`config.mk`:
```
export PLATFORM = sky130hd
export DESIGN_NAME = axi_narrow_to_wide_burst
export DESIGN_NICKNAME = d
export VERILOG_FILES = /design/src/rtl/axi_narrow_to_wide_burst.sv
export SDC_FILE = /design/constraint.sdc
export NUM_CORES = 1
export LEC_CHECK = 0
export ABC_CLOCK_PERIOD_IN_PS = 2300
export CAP_MARGIN = 20
export CORE_AREA = 2 2 215 217
export CTS_CLUSTER_DIAMETER = 120
export DETAILED_ROUTE_END_ITERATION = 16
export DIE_AREA = 0 0 217 219
export GPL_ROUTABILITY_DRIVEN = 0
export PLACE_DENSITY = 0.7
export SLEW_MARGIN = 0
export SYNTH_ARGS = -nofsm -noshare
export SYNTH_HDL_FRONTEND = slang
export SYNTH_SLANG_ARGS = --single-unit
```
`constraint.sdc`:
```
create_clock -name aclk -period 2.3 [get_ports aclk]
set_clock_uncertainty 0.1 [all_clocks]
set_input_delay 0.23 -clock aclk [delete_from_list [all_inputs] [get_ports aclk]]
set_output_delay 0.23 -clock aclk [all_outputs]
set_load 0.01 [all_outputs]
```
`src/rtl/axi_narrow_to_wide_burst.sv`:
```
// AXI width upsizer: narrow upstream master to wide downstream slave.
// Address channels pass through; W/R beats are steered by per-channel burst replay.
module axi_narrow_to_wide_burst #(
  parameter int SOURCE_WIDTH = 32,
  parameter int TARGET_WIDTH = 128,
  parameter int CMD_DEPTH    = 4
) (
  input  logic                          aclk,
  input  logic                          areset,
  // upstream write address
  input  logic [31:0]                   u_axi_awaddr,
  input  logic [2:0]                    u_axi_awsize,
  input  logic [7:0]                    u_axi_awlen,
  input  logic [1:0]                    u_axi_awburst,
  input  logic                          u_axi_awvalid,
  output logic                          u_axi_awready,
  // upstream write data
  input  logic [SOURCE_WIDTH-1:0]       u_axi_wdata,
  input  logic [SOURCE_WIDTH/8-1:0]     u_axi_wstrb,
  input  logic                          u_axi_wlast,
  input  logic                          u_axi_wvalid,
  output logic                          u_axi_wready,
  // upstream write response
  output logic [1:0]                    u_axi_bresp,
  output logic                          u_axi_bvalid,
  input  logic                          u_axi_bready,
  // upstream read address
  input  logic [31:0]                   u_axi_araddr,
  input  logic [2:0]                    u_axi_arsize,
  input  logic [7:0]                    u_axi_arlen,
  input  logic [1:0]                    u_axi_arburst,
  input  logic                          u_axi_arvalid,
  output logic                          u_axi_arready,
  // upstream read data
  output logic [SOURCE_WIDTH-1:0]       u_axi_rdata,
  output logic [1:0]                    u_axi_rresp,
  output logic                          u_axi_rlast,
  output logic                          u_axi_rvalid,
  input  logic                          u_axi_rready,
  // downstream write address
  output logic [31:0]                   d_axi_awaddr,
  output logic [2:0]                    d_axi_awsize,
  output logic [7:0]                    d_axi_awlen,
  output logic [1:0]                    d_axi_awburst,
  output logic                          d_axi_awvalid,
  input  logic                          d_axi_awready,
  // downstream write data
  output logic [TARGET_WIDTH-1:0]       d_axi_wdata,
  output logic [TARGET_WIDTH/8-1:0]     d_axi_wstrb,
  output logic                          d_axi_wlast,
  output logic                          d_axi_wvalid,
  input  logic                          d_axi_wready,
  // downstream write response
  input  logic [1:0]                    d_axi_bresp,
  input  logic                          d_axi_bvalid,
  output logic                          d_axi_bready,
  // downstream read address
  output logic [31:0]                   d_axi_araddr,
  output logic [2:0]                    d_axi_arsize,
  output logic [7:0]                    d_axi_arlen,
  output logic [1:0]                    d_axi_arburst,
  output logic                          d_axi_arvalid,
  input  logic                          d_axi_arready,
  // downstream read data
  input  logic [TARGET_WIDTH-1:0]       d_axi_rdata,
  input  logic [1:0]                    d_axi_rresp,
  input  logic                          d_axi_rlast,
  input  logic                          d_axi_rvalid,
  output logic                          d_axi_rready,
  // sticky error flags
  output logic                          err_wlast,
  output logic                          err_size
);

  localparam int SB = SOURCE_WIDTH / 8;
  localparam int SA = $clog2(SB);
  localparam int TA = $clog2(TARGET_WIDTH / 8);
  localparam int LW = TA - SA;
  localparam int NL = TARGET_WIDTH / SOURCE_WIDTH;
  localparam int PW = $clog2(CMD_DEPTH);
  localparam int CH_W = 0;
  localparam int CH_R = 1;
  localparam logic [2:0] SA3 = 3'(SA);

  localparam logic [1:0] ST_IDLE   = 2'd0;
  localparam logic [1:0] ST_LOAD   = 2'd1;
  localparam logic [1:0] ST_ACTIVE = 2'd2;

  localparam logic [1:0] BURST_FIXED = 2'b00;
  localparam logic [1:0] BURST_WRAP  = 2'b10;

  typedef struct packed {
    logic [TA-1:0] addr;
    logic [2:0]    size;
    logic [7:0]    len;
    logic [1:0]    burst;
  } cmd_t;

  // Index 0 is the write channel, index 1 the read channel.
  cmd_t            r_mem   [2][CMD_DEPTH];
  logic [PW-1:0]   r_wptr  [2];
  logic [PW-1:0]   r_rptr  [2];
  logic [PW:0]     r_count [2];
  logic [1:0]      r_state [2];
  cmd_t            r_cmd   [2];
  logic [7:0]      r_beat  [2];
  logic            r_err_wlast;
  logic            r_err_size;

  cmd_t            w_in    [2];
  cmd_t            w_head  [2];
  logic [LW-1:0]   w_lane  [2];
  logic [1:0]      w_push, w_pop, w_beat, w_last_beat, w_active, w_full, w_empty;
  logic            w_aw_open, w_ar_open;

  function automatic cmd_t clamp_size(input cmd_t c);
    clamp_size = c;
    if (c.size > SA3) clamp_size.size = SA3;
  endfunction

  // Only the low TA address bits select a lane, so carries above them are dropped.
  function automatic logic [TA-1:0] next_addr(input cmd_t c);
    logic [TA-1:0] step;
    logic [TA-1:0] mask;
    step = TA'(32'd1 << c.size);
    mask = TA'(((32'(c.len) + 32'd1) << c.size) - 32'd1);
    case (c.burst)
      BURST_FIXED: next_addr = c.addr;
      BURST_WRAP:  next_addr = (c.addr & ~mask) | ((c.addr + step) & mask);
      default:     next_addr = (c.addr & ~(step - TA'(1))) + step;
    endcase
  endfunction

  // Address channels: pass-through, gated only by command FIFO space.
  assign w_aw_open     = ~areset & ~w_full[CH_W];
  assign w_ar_open     = ~areset & ~w_full[CH_R];
  assign d_axi_awaddr  = u_axi_awaddr;
  assign d_axi_awsize  = u_axi_awsize;
  assign d_axi_awlen   = u_axi_awlen;
  assign d_axi_awburst = u_axi_awburst;
  assign d_axi_awvalid = u_axi_awvalid & w_aw_open;
  assign u_axi_awready = d_axi_awready & w_aw_open;
  assign d_axi_araddr  = u_axi_araddr;
  assign d_axi_arsize  = u_axi_arsize;
  assign d_axi_arlen   = u_axi_arlen;
  assign d_axi_arburst = u_axi_arburst;
  assign d_axi_arvalid = u_axi_arvalid & w_ar_open;
  assign u_axi_arready = d_axi_arready & w_ar_open;

  assign u_axi_bresp  = d_axi_bresp;
  assign u_axi_bvalid = d_axi_bvalid;
  assign d_axi_bready = u_axi_bready;

  assign w_in[CH_W] = {u_axi_awaddr[TA-1:0], u_axi_awsize, u_axi_awlen, u_axi_awburst};
  assign w_in[CH_R] = {u_axi_araddr[TA-1:0], u_axi_arsize, u_axi_arlen, u_axi_arburst};
  assign w_push[CH_W] = u_axi_awvalid & u_axi_awready;
  assign w_push[CH_R] = u_axi_arvalid & u_axi_arready;
  assign w_beat[CH_W] = u_axi_wvalid & d_axi_wready & w_active[CH_W];
  assign w_beat[CH_R] = d_axi_rvalid & u_axi_rready & w_active[CH_R];

  always_comb begin
    for (int ch = 0; ch < 2; ch++) begin
      w_head[ch]      = r_mem[ch][r_rptr[ch]];
      w_full[ch]      = (r_count[ch] == (PW+1)'(CMD_DEPTH));
      w_empty[ch]     = (r_count[ch] == '0);
      w_active[ch]    = (r_state[ch] == ST_ACTIVE);
      w_last_beat[ch] = (r_beat[ch] == r_cmd[ch].len);
      w_lane[ch]      = r_cmd[ch].addr[TA-1:SA];
      // The FIFO slot is held until the burst's last beat, so the tracked burst counts as occupancy.
      w_pop[ch]       = w_beat[ch] & w_last_beat[ch];
    end
  end

  // NOTE: command storage has no reset; the count and pointers alone decide what is valid.
  always_ff @(posedge aclk) begin
    for (int ch = 0; ch < 2; ch++) begin
      if (w_push[ch]) r_mem[ch][r_wptr[ch]] <= w_in[ch];
    end
  end

  always_ff @(posedge aclk or posedge areset) begin
    if (areset) begin
      for (int ch = 0; ch < 2; ch++) begin
        r_wptr[ch]  <= '0;
        r_rptr[ch]  <= '0;
        r_count[ch] <= '0;
        r_state[ch] <= ST_IDLE;
        r_cmd[ch]   <= '0;
        r_beat[ch]  <= '0;
      end
      r_err_wlast <= 1'b0;
      r_err_size  <= 1'b0;
    end else begin
      for (int ch = 0; ch < 2; ch++) begin
        if (w_push[ch]) r_wptr[ch] <= r_wptr[ch] + PW'(1);
        if (w_pop[ch])  r_rptr[ch] <= r_rptr[ch] + PW'(1);
        if (w_push[ch] && !w_pop[ch])      r_count[ch] <= r_count[ch] + (PW+1)'(1);
        else if (!w_push[ch] && w_pop[ch]) r_count[ch] <= r_count[ch] - (PW+1)'(1);

        case (r_state[ch])
          ST_IDLE: begin
            if (!w_empty[ch]) begin
              r_cmd[ch]   <= clamp_size(w_head[ch]);
              r_beat[ch]  <= '0;
              r_state[ch] <= ST_LOAD;
            end
          end
          ST_LOAD: r_state[ch] <= ST_ACTIVE;
          ST_ACTIVE: begin
            if (w_beat[ch]) begin
              r_beat[ch]     <= r_beat[ch] + 8'd1;
              r_cmd[ch].addr <= next_addr(r_cmd[ch]);
              if (w_last_beat[ch]) r_state[ch] <= ST_IDLE;
            end
          end
          default: r_state[ch] <= ST_IDLE;
        endcase
      end

      if ((w_push[CH_W] && (u_axi_awsize > SA3)) || (w_push[CH_R] && (u_axi_arsize > SA3)))
        r_err_size <= 1'b1;
      if (w_beat[CH_W] && (u_axi_wlast != w_last_beat[CH_W]))
        r_err_wlast <= 1'b1;
    end
  end

  assign err_wlast = r_err_wlast;
  assign err_size  = r_err_size;

  assign d_axi_wvalid = u_axi_wvalid & w_active[CH_W];
  assign u_axi_wready = d_axi_wready & w_active[CH_W];
  assign d_axi_wlast  = u_axi_wlast;
  assign u_axi_rvalid = d_axi_rvalid & w_active[CH_R];
  assign d_axi_rready = u_axi_rready & w_active[CH_R];
  assign u_axi_rresp  = d_axi_rresp;
  assign u_axi_rlast  = d_axi_rlast;

  // NOTE: every output driven here gets a default first so no latch is inferred.
  always_comb begin
    d_axi_wdata = '0;
    d_axi_wstrb = '0;
    u_axi_rdata = '0;
    for (int l = 0; l < NL; l++) begin
      if (w_lane[CH_W] == LW'(l)) begin
        d_axi_wdata[l*SOURCE_WIDTH +: SOURCE_WIDTH] = u_axi_wdata;
        d_axi_wstrb[l*SB +: SB]                     = u_axi_wstrb;
      end
      if (w_lane[CH_R] == LW'(l))
        u_axi_rdata = d_axi_rdata[l*SOURCE_WIDTH +: SOURCE_WIDTH];
    end
  end

endmodule

```
### After elaboration in Yosys (flattened, before gate mapping)

Memory sizes are Yosys's and may differ from the RTL's.
Cells that the tools add are included.

| operators by class | value |
|---|---|
| $add $sub $neg | 20 |
| order comparisons | 10 |
| eq/ne operators | 25 |
| shift-type cells | 4 |
| mux-type cells | 54 |
| bitwise logic cells | 39 |
| reductions and logical operators | 34 |

Operator list:

| operator | count |
|---|---|
| two-way mux 32 bit | 8 |
| two-way mux 17 bit | 8 |
| two-way mux 68 bit | 2 |
| binary-select mux 17 bit (select 2 bit) | 2 |
| demux 17 bit (select 2 bit) | 2 |
| two-way mux 8 bit | 4 |
| case mux 4 bit (2 select lines) | 4 |
| case mux 8 bit (2 select lines) | 2 |
| AND 4 bit | 6 |
| two-way mux 4 bit | 6 |
| adder 8 x 1 -> 9 bit, second input constant | 2 |
| AND 1 bit | 18 |
| two-way mux 3 bit | 6 |
| << shifter 9 x 3 -> 4 bit | 2 |
| adder 4 bit | 4 |
| adder 8 x 1 -> 8 bit, second input constant | 2 |
| == test 2 bit, second input constant | 8 |
| == test 8 bit | 2 |
| inequality test 2 bit, second input constant | 8 |
| NOT 4 bit | 4 |
| subtractor 4 x 1 -> 4 bit, second input constant | 4 |
| >= comparator 3 bit, second input constant | 4 |
| > comparator 3 x 2 -> 1 bit, second input constant | 4 |
| zero test 2 bit | 6 |
| other kinds (22) | 68 |

| storage, ports and cells | value |
|---|---|
| bits in registers | 70 |
| RAM bits | 136 |
| bits of input ports | 272 |
| output and inout port bits | 284 |
| logic and storage cells | 207 |
| memories kept | 1 |

Memory list:

| name | depth | bits a word | read ports | clocked after Yosys merged registers in | wr ports | RTL line | text |
|---|---|---|---|---|---|---|---|
| r_mem | 2 | 68 | 2 | 0 | 2 | 100 | `cmd_t r_mem [2][CMD_DEPTH];` |

### Logic depth before layout (Yosys ltp)

| depth | value |
|---|---|
| depth in word-level cells | 9 |
| mapped depth | 12 |
| depth with buffers taken out | 11 |

### Worst setup path before layout

No wires, ideal clock.

| path | value |
|---|---|
| kind | reg2reg |
| from | reg r_cmd[2] (netlist name) |
| to | reg r_count[1] (netlist name) |
| library setup time | 0.125 ns |
| arrival | 2.119 ns |
| data required time | 2.075 ns |
| setup slack | -0.044 ns |
| cell stages (with the launch flop) | 11 |
| path buffers | 1 |
| period minus slack after synthesis | 2.344 ns |
| path through | dfrtp_1 buf_2 xor2_1 nor4_1 nand2_1 nor2_1 inv_1 ha_1 inv_1 fa_1 mux2_2 |

| on the way | value |
|---|---|
| longest elaborated chain between the ends | 5 |
| elaborated cells between the ends (all ways) | 7 |
| classes of those cells | eq/ne: 1; mux: 1; bitwise: 1; reduce/logical: 4 |

RTL lines:

| element | RTL line | text |
|---|---|---|
| start, declared | 105 | `cmd_t r_cmd [2];` |
| start signal, assigned by index | 203 | `r_cmd[ch] <= clamp_size(w_head[ch]);` |
| == test 8 bit * | 167 | `w_last_beat[ch] = (r_beat[ch] == r_cmd[ch].len);` |
| AND 1 bit * | 170 | `w_pop[ch] = w_beat[ch] & w_last_beat[ch];` |
| zero test 1 bit | 197 | `if (w_push[ch] && !w_pop[ch]) r_count[ch] <= r_count[ch] + (PW+1)'(1);` |
| logical AND 1 bit | 197 |  |
| two-way mux 3 bit / nonzero test 2 bit (equally long branches) | - |  |
| end signal, assigned by index | 197 |  |
| end signal, assigned by index | 198 | `else if (!w_push[ch] && w_pop[ch]) r_count[ch] <= r_count[ch] - (PW+1)'(1);` |
| end, declared | 103 | `logic [PW:0] r_count [2];` |

Every way passes the cells marked *; elsewhere a longest branch is shown, timed or not.
A chain may end at the register's enable or synchronous reset.

### Final worst setup path

| path | value |
|---|---|
| from | reg r_cmd[6] (netlist name) |
| to | reg r_count[1] (netlist name) |

The elaborated chain is that of the path after synthesis.

==> run_results.csv <==
group,metric,value,unit
status,run_status,"finished with violations",
status,violations,"negative setup slack",
synthesis,syn_avg_cell_area,11.80,um2
floorplan,rows,78,
sta,hold_viol,0,
floorplan,initial_core_util,26.46,%
critical_path,critPathTopFamily,"adder cells",
clock_tree,path_clk_slew,0.06,ns
sta,fmax,430.4,MHz
drt,wl,39.50,mm
floorplan,core_area,45090,um2
critical_path,cp_max_fo,2,
synthesis,yosys.area_share.xor_xnor,4.552,%
min_path,whs_path_depth,1,
global_routing,track_usage,15.68,%
job,cap_violations,0,
cells_and_area,final_common_cell,"clkdlybuf4s50_1",
cells_and_area,area_growth,51.76,%
sta,finalSetupViolCount,1,
global_routing,antenna_found_initial,4,
sta,fin_crit_sh,101.0,%
power,ir_drop,0.4988,mV
sta,final_max_slew_viol_count,0,
placement,placedInstanceArea,16960,um2
drt,drc,0,
sta,fin_crit,2.324,ns
synthesis,yosys.area_share.adder,3.608,%
critical_path,worst_r2r_path_depth,9,
placement,place_hpwl,29.71,mm
critical_path,crit_path_start_kind,"register",
synthesis,synth_area,11930,um2
power,power.static_leakage,8.096,nW
synthesis,seq_area_frac_synth,48.92,%
cells_and_area,fin_nets,1757,
power,switching_share,37.27,%
drt,drt_iter0_markers,634,
sta,setup_tns,-0.02363,ns
critical_path,endpoint_kind,"register",
synthesis,synth_edf_count,136,
sta,rsz0062_at_grt,"true",
global_routing,grt_overflow,0,
power,power_frac_seq,26.5,%
cells_and_area,drive_gt1_share,22.09,%
synthesis,yosysWarnings,0,
drt,via_count,9464,
synthesis,ys_async_sr_fraction,33.98,%
cells_and_area,fin_area,18100,um2
power,internal-power,12.12,mW
floorplan,die_h,219,um
clock_tree,cts_sinks,206,
power,pwr-share-comb,56.6,%
critical_path,crit_arrival,2.59,ns
synthesis,netlist-cell-type-count,53,
floorplan,pin_count,556,
synthesis,synthSimpleGateAreaFrac,16.81,%
synthesis,synth-compound-area-share,4.342,%
clock_tree,cts_buffers,20,
clock_tree,cts.htree.levels,1,
critical_path,crit_path_top_delay_cell,"dfrtp_1",
sta,worst_pin_slew,0.5952,ns
synthesis,netlist_instances,1011,
critical_path,required,2.57,ns
synthesis,synthMuxAreaShare,12.84,%
critical_path,cp_num_cells,9,
global_routing,first_global_vias,9436,
global_routing,grt_max_degree,38,
drt,viasPerCell,4.574,
synthesis,synth_top_family_by_area,"simple AND/OR/NAND/NOR gates",
cells_and_area,layout_common_cells,"clkdlybuf4s50_1 (248), edfxtp_1 (136), and2_1 (123), buf_4 (109), dlygate4sd2_1 (94)",
min_path,holdCritPathClass,"input port to register",
critical_path,worst-path-buf-inv,2,
clock_tree,root_buffer,"clkbuf_16",
placement,port-buffer-count,429,
drt,first_pass_iters,5,
power,pwr-share-clk,16.9,%
critical_path,path_class,"register to register",
critical_path,path_cells,"xor2_2 -> nor4_2 -> nand2_1 -> nor2_2 -> inv_1 -> ha_2 -> inv_2 -> fa_1 -> mux2_2",
synthesis,syn_nets,1315,
placement,preCtsSetupSlack,-0.1196,ns
clock_tree,cts_max_path_buffers,3,
global_routing,grt_pass1_wl,57.39,mm
floorplan,die_x,217,um
drt,antenna_left,0,
critical_path,max_stage_delay,0.41,ns
sta,fin_ws,-0.02363,ns
floorplan,die-area,47520,um2
clock_tree,clk-insertion-delay-late,0.50,ns
power,p_sw,7.199,mW
sta,slew_headroom,60.28,%
clock_tree,holdBufCountCts,0,
synthesis,ys.flop_type,"edfxtp_1",
clock_tree,tritoncts,"done",
power,cellPowerDensity,1067,nW/um2
drt,wl_per_cell,19.09,um
synthesis,ys_ff_latch,206,
==> registers in the layout, indices dropped and copies added, names as in the netlist, 4 cells and up, named ones only <==
signal   count
r_mem      136
r_cmd       26
r_beat      16
r_count      6
r_rptr       4
r_state      4
r_wptr       4
==> cell type report <==
cell class	count	area [um2]
inverters	27	103.9
repair buffers	570	5525
well taps	600	750.7
clock buffers	25	540.5
fillers	4258	26980
clock inverters	11	116.4
multi-input cells	628	5220
diodes	2	5.005
flip-flops and latches	206	5842
==> power by group through the flow <==
| stage | clock, mW | sequential (mW) | combinational, mW |
|---|---|---|---|
| 2_1_floorplan | 0 | 5.01 | 5.90 |
| 3_3_place_gp | 0 | 5.11 | 10.2 |
| 3_5_place_dp | 0 | 5.15 | 10.4 |
| 4_1_cts | 3.35 | 5.08 | 10.5 |
| 5_1_grt | 3.49 | 5.20 | 11.8 |
| 6_report | 3.26 | 5.12 | 10.9 |
==> metrics by stage <==
stage	instances	hold WS [ns]	utilization (%)	total power [mW]
floorplan	1011	0.2289	-	10.92
global placement	1987	0.3510	37.60	15.32
detailed placement	1987	0.3526	37.60	15.52
CTS	2046	0.3043	39.51	18.93
global route	2067	0.3232	40.14	20.53
finish	2069	0.3168	40.15	19.31
==> cells in the mapped netlist (2+ instances only) <==
master	instances	area (um2)
a31oi_1	3	18.77
xnor2_1	24	210.2
o211ai_1	2	15.01
nor3_1	13	65.06
nor4_1	6	37.54
buf_2	11	55.05
a21o_1	7	52.55
edfxtp_1	136	4084
inv_1	26	97.59
nand3_1	17	85.08
a21oi_1	26	130.1
o21a_1	2	15.01
mux2_2	4	45.04
nand2b_1	10	62.56
or3_1	5	31.28
ha_1	28	350.3
nand4_1	4	25.02
and3_1	41	256.5
xor2_1	38	332.8
o21ai_1	3	15.01
and2_1	125	782.0
nand3b_1	3	22.52
nor2b_1	5	31.28
nor2_1	47	176.4
o21ai_0	21	105.1
buf_4	101	758.2
a22oi_1	2	15.01
clkbuf_1	37	138.9
fa_1	4	80.08
mux2i_1	9	90.09
a221o_1	2	20.02
nand2_1	91	341.6
nor3b_1	5	37.54
mux4_2	62	1396
dfrtp_1	70	1752
a211oi_1	4	30.03
==> metal layers <==
metal | share of wire (%) | up-vias | GRT usage (%)
met5 | 0.073 | - | 0
met3 | 5.9 | 66 | 2.259
li1 | - | 4385 | -
met4 | 1.7 | 4 | 3.699
met1 | 45 | 4714 | 23.10
met2 | 47 | 295 | 24.24
==> kinds of logic (layout without fill, tap and decap cells) <==
family | Yosys count | in the layout
multiplexers | 75 | 75
XOR/XNOR | 62 | 62
buffers and inverters | 177 | 633
AO/OA/AOI/OAI | 82 | 82
other | 0 | 2
flip-flops | 206 | 206
AND/OR/NAND/NOR | 377 | 377
adder cells (fa/ha/maj) | 32 | 32
==> final timing paths <==
kind,startpoint,end,slack (ns)
setup / recovery,r_cmd[6],r_count[1],-0.02
hold reg to reg,err_wlast,err_wlast,0.36
min in group asynchronous,areset,r_count[3],0.34
max in group asynchronous,areset,async pin,1.36
hold / removal,u_axi_awlen[4],r_mem[0][23],0.32
setup reg to reg,r_cmd[6],r_count[1],-0.02
==> worst reg2reg max path, stage by stage, from the launching register on <==
cell     delay, ns
dfrtp_1       0.41
xor2_2        0.19
nor4_2        0.29
nand2_1       0.13
nor2_2        0.13
inv_1         0.06
ha_2          0.18
inv_2         0.06
fa_1          0.38
mux2_2        0.28
==> what timing repair did <==
action,in CTS,in global routing
resized for setup,186,144
gates cloned,3,3
pin swaps,16,27
endpoints found under the setup margin,188,91
hold endpoints to repair,0,0
setup buffers,20,19
Note: power is estimated with default switching activity, not from simulation.
